[src/rtl/booth_pkg.sv]
// Shared constants and FSM state encoding for the booth issue controller.
package booth_pkg;

  localparam int DEF_WIDTH      = 4;
  localparam int DEF_MUL_CYCLES = 8;
  localparam int DEF_FIFO_DEPTH = 2;

  typedef enum logic [1:0] {
    IDLE = 2'd0,
    LOAD = 2'd1,
    RUN  = 2'd2,
    HOLD = 2'd3
  } state_t;

endpackage

[src/rtl/booth_issue_ctrl_if.sv]
// Operand-in, multiplier-side and result-out signals of the issue controller.
interface booth_issue_ctrl_if import booth_pkg::*; #(
  parameter int WIDTH = DEF_WIDTH
) ();

  logic               in_valid;
  logic               in_ready;
  logic [WIDTH-1:0]   in_m;
  logic [WIDTH-1:0]   in_q;
  logic [WIDTH-1:0]   mul_m;
  logic [WIDTH-1:0]   mul_q;
  logic               mul_rst;
  logic [2*WIDTH-1:0] mul_result;
  logic               out_valid;
  logic               out_ready;
  logic [2*WIDTH-1:0] out_result;
  logic [WIDTH-1:0]   out_m;
  logic [WIDTH-1:0]   out_q;
  logic               busy;

  modport slave (
    input  in_valid, in_m, in_q, mul_result, out_ready,
    output in_ready, mul_m, mul_q, mul_rst, out_valid, out_result, out_m, out_q, busy
  );

  modport master (
    output in_valid, in_m, in_q, mul_result, out_ready,
    input  in_ready, mul_m, mul_q, mul_rst, out_valid, out_result, out_m, out_q, busy
  );

endinterface

[src/rtl/booth_op_fifo.sv]
// Small synchronous FIFO holding {m,q} operand pairs; async reset to empty.
module booth_op_fifo #(
  parameter int DW    = 8,
  parameter int DEPTH = 2
) (
  input  logic          clk,
  input  logic          rst,
  input  logic          i_push,
  input  logic          i_pop,
  input  logic [DW-1:0] i_data,
  output logic [DW-1:0] o_data,
  output logic          o_full,
  output logic          o_empty
);

  localparam int AW = $clog2(DEPTH);
  localparam logic [AW:0] PTR_ONE = (AW+1)'(1);

  logic [DW-1:0] r_mem [DEPTH];
  logic [AW:0]   r_wptr;
  logic [AW:0]   r_rptr;

  // Pointers carry one extra wrap bit so full and empty are distinguishable.
  always_ff @(posedge clk or posedge rst) begin
    if (rst) begin
      r_wptr <= '0;
      r_rptr <= '0;
    end else begin
      if (i_push && !o_full)  r_wptr <= r_wptr + PTR_ONE;
      if (i_pop  && !o_empty) r_rptr <= r_rptr + PTR_ONE;
    end
  end

  always_ff @(posedge clk) begin
    if (i_push && !o_full) r_mem[r_wptr[AW-1:0]] <= i_data;
  end

  assign o_data  = r_mem[r_rptr[AW-1:0]];
  assign o_empty = (r_wptr == r_rptr);
  assign o_full  = (r_wptr[AW] != r_rptr[AW]) && (r_wptr[AW-1:0] == r_rptr[AW-1:0]);

endmodule

[src/rtl/booth_issue_ctrl.sv]
// Issue controller: queues operand pairs, starts the booth multiplier, waits a fixed budget, returns the product.
module booth_issue_ctrl import booth_pkg::*; #(
  parameter int WIDTH      = DEF_WIDTH,
  parameter int MUL_CYCLES = DEF_MUL_CYCLES,
  parameter int FIFO_DEPTH = DEF_FIFO_DEPTH
) (
  input  logic               clk,
  input  logic               rst,
  booth_issue_ctrl_if.slave  bus
);

  state_t             r_state;
  state_t             w_next;
  logic [7:0]         r_cnt;
  logic               w_push;
  logic               w_pop;
  logic               w_full;
  logic               w_empty;
  logic [2*WIDTH-1:0] w_head;
  logic [WIDTH-1:0]   r_mul_m;
  logic [WIDTH-1:0]   r_mul_q;
  logic [WIDTH-1:0]   r_out_m;
  logic [WIDTH-1:0]   r_out_q;
  logic [2*WIDTH-1:0] r_out_result;
  logic               r_out_valid;

  booth_op_fifo #(
    .DW    (2*WIDTH),
    .DEPTH (FIFO_DEPTH)
  ) u_fifo (
    .clk     (clk),
    .rst     (rst),
    .i_push  (w_push),
    .i_pop   (w_pop),
    .i_data  ({bus.in_m, bus.in_q}),
    .o_data  (w_head),
    .o_full  (w_full),
    .o_empty (w_empty)
  );

  assign w_push = bus.in_valid && bus.in_ready;

  // A pop happens from IDLE, or from HOLD on the result handshake, whenever a pair is queued.
  always_comb begin
    w_next = r_state;
    w_pop  = 1'b0;
    case (r_state)
      IDLE: begin
        if (!w_empty) begin
          w_pop  = 1'b1;
          w_next = LOAD;
        end
      end
      LOAD: w_next = RUN;
      RUN: begin
        if (r_cnt == 8'd0) w_next = HOLD;
      end
      HOLD: begin
        if (bus.out_ready) begin
          if (!w_empty) begin
            w_pop  = 1'b1;
            w_next = LOAD;
          end else begin
            w_next = IDLE;
          end
        end
      end
      default: w_next = IDLE;
    endcase
  end

  always_ff @(posedge clk or posedge rst) begin
    if (rst) begin
      r_state      <= IDLE;
      r_cnt        <= '0;
      r_mul_m      <= '0;
      r_mul_q      <= '0;
      r_out_m      <= '0;
      r_out_q      <= '0;
      r_out_result <= '0;
      r_out_valid  <= 1'b0;
    end else begin
      r_state <= w_next;
      if (w_pop) begin
        r_mul_m <= w_head[2*WIDTH-1:WIDTH];
        r_mul_q <= w_head[WIDTH-1:0];
        r_out_m <= w_head[2*WIDTH-1:WIDTH];
        r_out_q <= w_head[WIDTH-1:0];
      end
      if (r_state == LOAD)     r_cnt <= 8'(MUL_CYCLES - 1);
      else if (r_state == RUN) r_cnt <= r_cnt - 8'd1;
      if (r_state == RUN && r_cnt == 8'd0) begin
        r_out_result <= bus.mul_result;
        r_out_valid  <= 1'b1;
      end else if (r_state == HOLD && bus.out_ready) begin
        r_out_valid  <= 1'b0;
      end
    end
  end

  // Reset holds the multiplier in its start state and closes the input side immediately.
  assign bus.in_ready   = !rst && !w_full;
  assign bus.mul_rst    = rst || (r_state == LOAD);
  assign bus.mul_m      = r_mul_m;
  assign bus.mul_q      = r_mul_q;
  assign bus.out_valid  = r_out_valid;
  assign bus.out_result = r_out_result;
  assign bus.out_m      = r_out_m;
  assign bus.out_q      = r_out_q;
  assign bus.busy       = (r_state != IDLE) || !w_empty;

endmodule

[src/flat_wrapper.sv]
// flat-port wrapper written by rule: the top's interface ports become plain ports
module booth_issue_ctrl_flat import booth_pkg::*;
#(
  parameter int WIDTH      = DEF_WIDTH,
  parameter int MUL_CYCLES = DEF_MUL_CYCLES,
  parameter int FIFO_DEPTH = DEF_FIFO_DEPTH
)
  (clk, rst, bus_in_valid, bus_in_m, bus_in_q, bus_mul_result, bus_out_ready, bus_in_ready, bus_mul_m, bus_mul_q, bus_mul_rst, bus_out_valid, bus_out_result, bus_out_m, bus_out_q, bus_busy);
  booth_issue_ctrl_if #(.WIDTH(WIDTH)) bus_i ();
  input  logic clk;
  input  logic rst;
  input wire logic [$bits(bus_i.in_valid)-1:0] bus_in_valid;
  input wire logic [$bits(bus_i.in_m)-1:0] bus_in_m;
  input wire logic [$bits(bus_i.in_q)-1:0] bus_in_q;
  input wire logic [$bits(bus_i.mul_result)-1:0] bus_mul_result;
  input wire logic [$bits(bus_i.out_ready)-1:0] bus_out_ready;
  output wire logic [$bits(bus_i.in_ready)-1:0] bus_in_ready;
  output wire logic [$bits(bus_i.mul_m)-1:0] bus_mul_m;
  output wire logic [$bits(bus_i.mul_q)-1:0] bus_mul_q;
  output wire logic [$bits(bus_i.mul_rst)-1:0] bus_mul_rst;
  output wire logic [$bits(bus_i.out_valid)-1:0] bus_out_valid;
  output wire logic [$bits(bus_i.out_result)-1:0] bus_out_result;
  output wire logic [$bits(bus_i.out_m)-1:0] bus_out_m;
  output wire logic [$bits(bus_i.out_q)-1:0] bus_out_q;
  output wire logic [$bits(bus_i.busy)-1:0] bus_busy;
  assign bus_i.in_valid = bus_in_valid;
  assign bus_i.in_m = bus_in_m;
  assign bus_i.in_q = bus_in_q;
  assign bus_i.mul_result = bus_mul_result;
  assign bus_i.out_ready = bus_out_ready;
  assign bus_in_ready = bus_i.in_ready;
  assign bus_mul_m = bus_i.mul_m;
  assign bus_mul_q = bus_i.mul_q;
  assign bus_mul_rst = bus_i.mul_rst;
  assign bus_out_valid = bus_i.out_valid;
  assign bus_out_result = bus_i.out_result;
  assign bus_out_m = bus_i.out_m;
  assign bus_out_q = bus_i.out_q;
  assign bus_busy = bus_i.busy;
  booth_issue_ctrl #(.WIDTH(WIDTH), .MUL_CYCLES(MUL_CYCLES), .FIFO_DEPTH(FIFO_DEPTH)) u_core (.clk(clk), .rst(rst), .bus(bus_i));
endmodule
[config.mk]
export PLATFORM = sky130hd
export DESIGN_NAME = booth_issue_ctrl_flat
export DESIGN_NICKNAME = d
export VERILOG_FILES = /design/src/rtl/booth_pkg.sv /design/src/rtl/booth_issue_ctrl_if.sv /design/src/rtl/booth_op_fifo.sv /design/src/rtl/booth_issue_ctrl.sv /design/src/flat_wrapper.sv
export SDC_FILE = /design/constraint.sdc
export NUM_CORES = 1
export LEC_CHECK = 0
export ABC_AREA = 1
export CAP_MARGIN = 10
export CORE_MARGIN = 4
export CORE_UTILIZATION = 50
export CTS_CLUSTER_DIAMETER = 80
export DETAILED_ROUTE_END_ITERATION = 7
export GPL_TIMING_DRIVEN = 1
export MAX_ROUTING_LAYER = met4
export PLACE_DENSITY = 0.85
export SETUP_SLACK_MARGIN = 0.4
export SLEW_MARGIN = 30
export SYNTH_ARGS = -nofsm -noshare
export SYNTH_HDL_FRONTEND = slang
export SYNTH_HIERARCHICAL = 1
export SYNTH_SLANG_ARGS = --single-unit
[constraint.sdc]
create_clock -name clk -period 2.4 [get_ports clk]
set_input_delay 0.72 -clock clk [delete_from_list [all_inputs] [get_ports clk]]
set_output_delay 0.72 -clock clk [all_outputs]
set_load 0.1 [all_outputs]
# [After elaboration in Yosys (flattened, before gate mapping)]
# Memory sizes are Yosys's and may differ from the RTL's. A register that Yosys moved wholly into a read port is not among the register bits.
# Index checks and enable logic that the tools add are counted.
[totals] register_bits=23 ramBits=16 elab_cells=51 n_memories=1
[mem_list] name="u_core.u_fifo.r_mem" words=2 word_bits=8 read_ports=1 rd_ports_with_merged_regs=1 write_ports=1 line_no="booth_op_fifo.sv:19" text="logic [DW-1:0] r_mem [DEPTH];"
[op_classes] n_addsub=3 eq_ne=9 mux=14 reduce_logical=18
[op_table] op="$mux 8" n=2
[op_table] op="$logic_not 8->1" n=1
[op_table] op="$pmux 2 s4" n=1
[op_table] op="$sub 8x1->8 const B" n=1
[op_table] op="$logic_and 1x1->1" n=7
[op_table] op="$mux 1" n=7
[op_table] op="$mux 2" n=3
[op_table] op="$ne 2x2->1 const B" n=3
[op_table] op="$reduce_bool 2->1" n=3
[op_table] op="$add 2x1->2 const B" n=2
[op_table] op="$eq 2x2->1 const B" n=2
[op_table] op="$logic_not 1->1" n=3
[op_table] op="$reduce_and 3->1" n=1
[op_table] op="$eq 2x1->1 const B" n=1
[op_table] op="$eq 2x2->1" n=1
[op_table] op="$logic_not 2->1" n=1
[op_table] op="$logic_or 1x1->1" n=2
[op_table] op="$pmux 1 s2" n=1
[op_table] op="$eq 1x1->1" n=1
[op_table] op="$ne 1x1->1" n=1

# [Depth between registers and ports, before layout]
[logic_depth] word_depth=8 mapped_depth=11 mapped_depth_nobuf=11

# [Cells and area by module]
# Netlist, hierarchy kept.
[by_module_without_submodules] mod="booth_issue_ctrl" n_inst=1 cells_each=167 area_each_um2=1413.9 seq_area_each_um2=675.6
[by_module_without_submodules] mod="booth_op_fifo" n_inst=1 cells_each=83 area_each_um2=870.8 seq_area_each_um2=580.6

# [Worst setup path after synthesis]
# Ideal clock, no wire load.
[synth_timing] kind="input to output" from="input port rst" to="output port bus_mul_rst" t_arrival_ns=2.081 t_required_ns=1.680 setup_slack_ns=-0.401 cell_stages=2 path_buffers=0 path_cell_list="inv_1 nand2_1"
[synth_between] elab_chain_len=1
[synth_lines] element="start: declaration" line_no="flat_wrapper.sv:11" text="input logic rst;"
[synth_lines] element="$logic_or 1x1->1" line_no="booth_issue_ctrl.sv:103" text="assign bus.mul_rst = rst || (r_state == LOAD);"
[synth_lines] element="end: declaration" line_no="flat_wrapper.sv:20" text="output wire logic [$bits(bus_i.mul_rst)-1:0] bus_mul_rst;"
# No other way between the ends.

# [Worst setup path after layout]
[layout_timing] from="register u_core.u_fifo.r_wptr[0]" to="output port bus_in_ready"
[layout_between] elab_chain_len=4
[layout_lines] element="start: declaration" line_no="booth_op_fifo.sv:20" text="logic [AW:0] r_wptr;"
[layout_lines] element="start signal: assignment" line_no="booth_op_fifo.sv:29" text="if (i_push && !o_full) r_wptr <= r_wptr + PTR_ONE;"
[layout_lines] element="$eq 1x1->1" line_no="booth_op_fifo.sv:40" text="assign o_full = (r_wptr[AW] != r_rptr[AW]) && (r_wptr[AW-1:0] == r_rptr[AW-1:0]);"
[layout_lines] element="$logic_and 1x1->1" line_no="booth_op_fifo.sv:40"
[layout_lines] element="via u_core.w_full" line_no="booth_issue_ctrl.sv:17" text="logic w_full;"
[layout_lines] element="$logic_not 1->1" line_no="booth_issue_ctrl.sv:102" text="assign bus.in_ready = !rst && !w_full;"
[layout_lines] element="$logic_and 1x1->1" line_no="booth_issue_ctrl.sv:102"
[layout_lines] element="end: declaration" line_no="flat_wrapper.sv:17" text="output wire logic [$bits(bus_i.in_ready)-1:0] bus_in_ready;"
# The timed path passes the listed nets, and every way through them passes these cells.

==> flow_summary.yaml <==
status:
  status: "finished, final reports clean"
logic_synthesis:
  synth_common_cells: "nand2_1 (100), dfrtp_1 (31), inv_1 (20)"
  syn_area_mm2: 0.00228
  synth_ff_type: "dfrtp_1"
  synth_area_leaders: "dfrtp_1 (34%), edfxtp_1 (21%), nand2_1 (16%)"
  yosysTopAreaCellShare: 0.340
  syn_avg_cell_area_um2: 9.14
  synth_nets: 277
  async_reset_ff_frac: 0.660
  seq_area_frac_synth: 0.550
  yosysWarnings: 6
  yosysMostFrequentCell: "nand2_1"
  synthCells: 250
  synth_edf_count: 16
  ys_ff_latch: 47
  yosysTopAreaCell: "dfrtp_1"
  ys_types: 26
final_layout:
  final_util: 0.689
  design_area_mm2: 0.00302
  final_nets: 337
  drive_above_1_share: 0.296
  syn_to_final_growth_pct: 32.3
  n_antenna_cell: 0
clocking:
  clockRootBuffer: "clkbuf_8"
  hold_buffers: 0
  clock-sinks: 47
  numCtsBuffers: 5
  h-tree-depth: 2
  clk-insertion-delay-late_ps: 300
  path_clk_slew_ps: 80
  clock_path_buffers: 2
  cts_tree: "yes"
sta:
  fin_crit_ps: 2090
  tightest_slew_ps: 421
  fin_ws_ps: 314
  finalMaxSlewViolations: 0
  timing.final.crit_share: 0.869
  skew_ps: 2.70
  finalHoldViolCount: 0
  rsz0062_at_grt: "yes"
  slew_headroom: 0.719
  setup_viol: 0
  fmax_mhz: 479
drt:
  drc: 0
  ant_nets: 0
  vias: 1774
  avgViaCountPerCell: 4.89
  drtIter0Drc: 89
  drtPass1Iterations: 4
  wire_per_inst_um: 13.5
  wl_um: 4890
place:
  numPortBuffers: 47
  dp_hpwl_um: 3500
  gp_congestion: 0.790
  place_area_mm2: 0.00276
  pre_cts_slack_ps: -138
floorplan:
  start_util: 0.521
  core_area_mm2: 0.00438
  die_x_um: 75.6
  ioPinCount: 48
  die_h_um: 75.6
  fp.dieArea_mm2: 0.00571
  fp-row-count: 24
worst_setup_path:
  cp_cell_sequence: "inv_2 -> nand2_2 -> nand2_4 -> nand2_4 -> inv_2 -> nor2_4 -> buf_12"
  arrival_ps: 1370
  crit_required_ps: 1680
  cp-end-kind: "output port"
  path_buf_inv: 3
  crit_path_max_incr_delay_ps: 430
  path_class: "reg2out"
  start_kind: "flip-flop"
  cpMaxStageDelayCell: "dfrtp_1"
  critical_path.top_delay_family: "flip-flops"
  critPathMaxFanout: 3
global_routing:
  grt_pass1_vias: 1691
  grt.total_usage: 0.187
  antenna_found_initial: 0
  grt_pass1_wl_um: 7620
  grt-ovfl-total: 0
  grt_max_degree: 28
run:
  drv_cap: 0
min_path:
  hp-class: "in2async"
## area by class of cell
class,instances,area [um2]
clock buffer,6,72.6
clock inverter,2,60.1
fill,352,1360
inverter,25,103
multi-input combinational,167,897
sequential,47,1260
tap,52,65.1
timing repair buffer,64,567
## stage by stage
stage | cells | TNS, ps | hold WS (ps)
final | 363 | 0 | 350
after global placement | 341 | -144 | 455
after CTS | 361 | 0 | 345
after detailed placement | 341 | -138 | 462
after global routing | 363 | 0 | 350
after floorplan | 250 | 0 | 482
## sequential cells by signal (all words and copies together) (netlist names)
| name | count |
|---|---|
| u_core/u_fifo/r_mem | 16 |
| u_core/bus.out_result | 8 |
| u_core/r_cnt | 8 |
| u_core/bus.out_m | 4 |
| u_core/bus.out_q | 4 |
| u_core/r_state | 2 |
| u_core/u_fifo/r_rptr | 2 |
| u_core/u_fifo/r_wptr | 2 |
| u_core/bus.out_valid | 1 |
## logic make-up (layout without fill, tap and decap cells)
kind of cell,after synthesis,after routing,share of synthesized area
DFF,47,47,0.550
AOI/OAI and AO/OA,13,13,0.0318
and+or+nand+nor,146,146,0.298
adders and majority gates,7,7,0.0383
xor gates and xnor gates,1,1,0.00383
buffers and inverters,36,97,0.0778
## worst paths after layout
path / slack [ps] / from / endpoint / cells after the start
setup reg to reg: 590 / u_core/u_fifo/r_wptr[0] / u_core/u_fifo/r_mem[0][1] / 9
hold reg to reg: 480 / u_core/bus.out_result[4] / u_core/bus.out_result[4] / 2
setup / recovery: 310 / u_core/u_fifo/r_wptr[0] / bus_in_ready / 7
max in group asynchronous: 1510 / rst / u_core/bus.out_valid / 3
min in group clk: 480 / u_core/bus.out_result[4] / u_core/bus.out_result[4] / 2
hold / removal: 350 / rst / u_core/u_fifo/r_rptr[1] / 2
## per-layer routing
layer  GRT usage  vias to the layer above  share of wire
met5           -                        -              0
met4      0.0816                        0          0.025
met3      0.0475                       12          0.066
met2       0.290                       61           0.48
met1       0.232                      801           0.43
li1            -                      900              -
## cell usage in the layout, fill, tap and decap left out
cell type and instances:
nand2_1 97, buf_4 42, dfrtp_1 29, clkdlybuf4s50_1 18, edfxtp_1 16, nand3_1 14, inv_1 14, nand2_2 8
inv_2 8, nor2_1 8, nand2_4 6, ha_1 6, clkbuf_8 5, a21oi_1 5, o21ai_0 5, buf_12 3
nor2_2 3, nor2_4 3, bufinv_16 2, nand3_2 2, inv_4 2, dfrtp_2 2, clkbuf_1 1, nor2_8 1
o21ai_2 1, o21a_1 1, clkinvlp_4 1, nand2_8 1, nor3b_1 1, a31oi_1 1, nand3b_1 1, nand4_1 1
ha_4 1, buf_6 1, xor2_1 1
## timing repair
item,CTS,global route
pin swaps,6,3
setup buffers,12,2
endpoints found under the hold margin,0,0
resized for setup,16,3
setup endpoints to repair,15,3
Power is not shown: default switching activity piles up to over one toggle a cycle in this logic, so the estimate is an artifact.
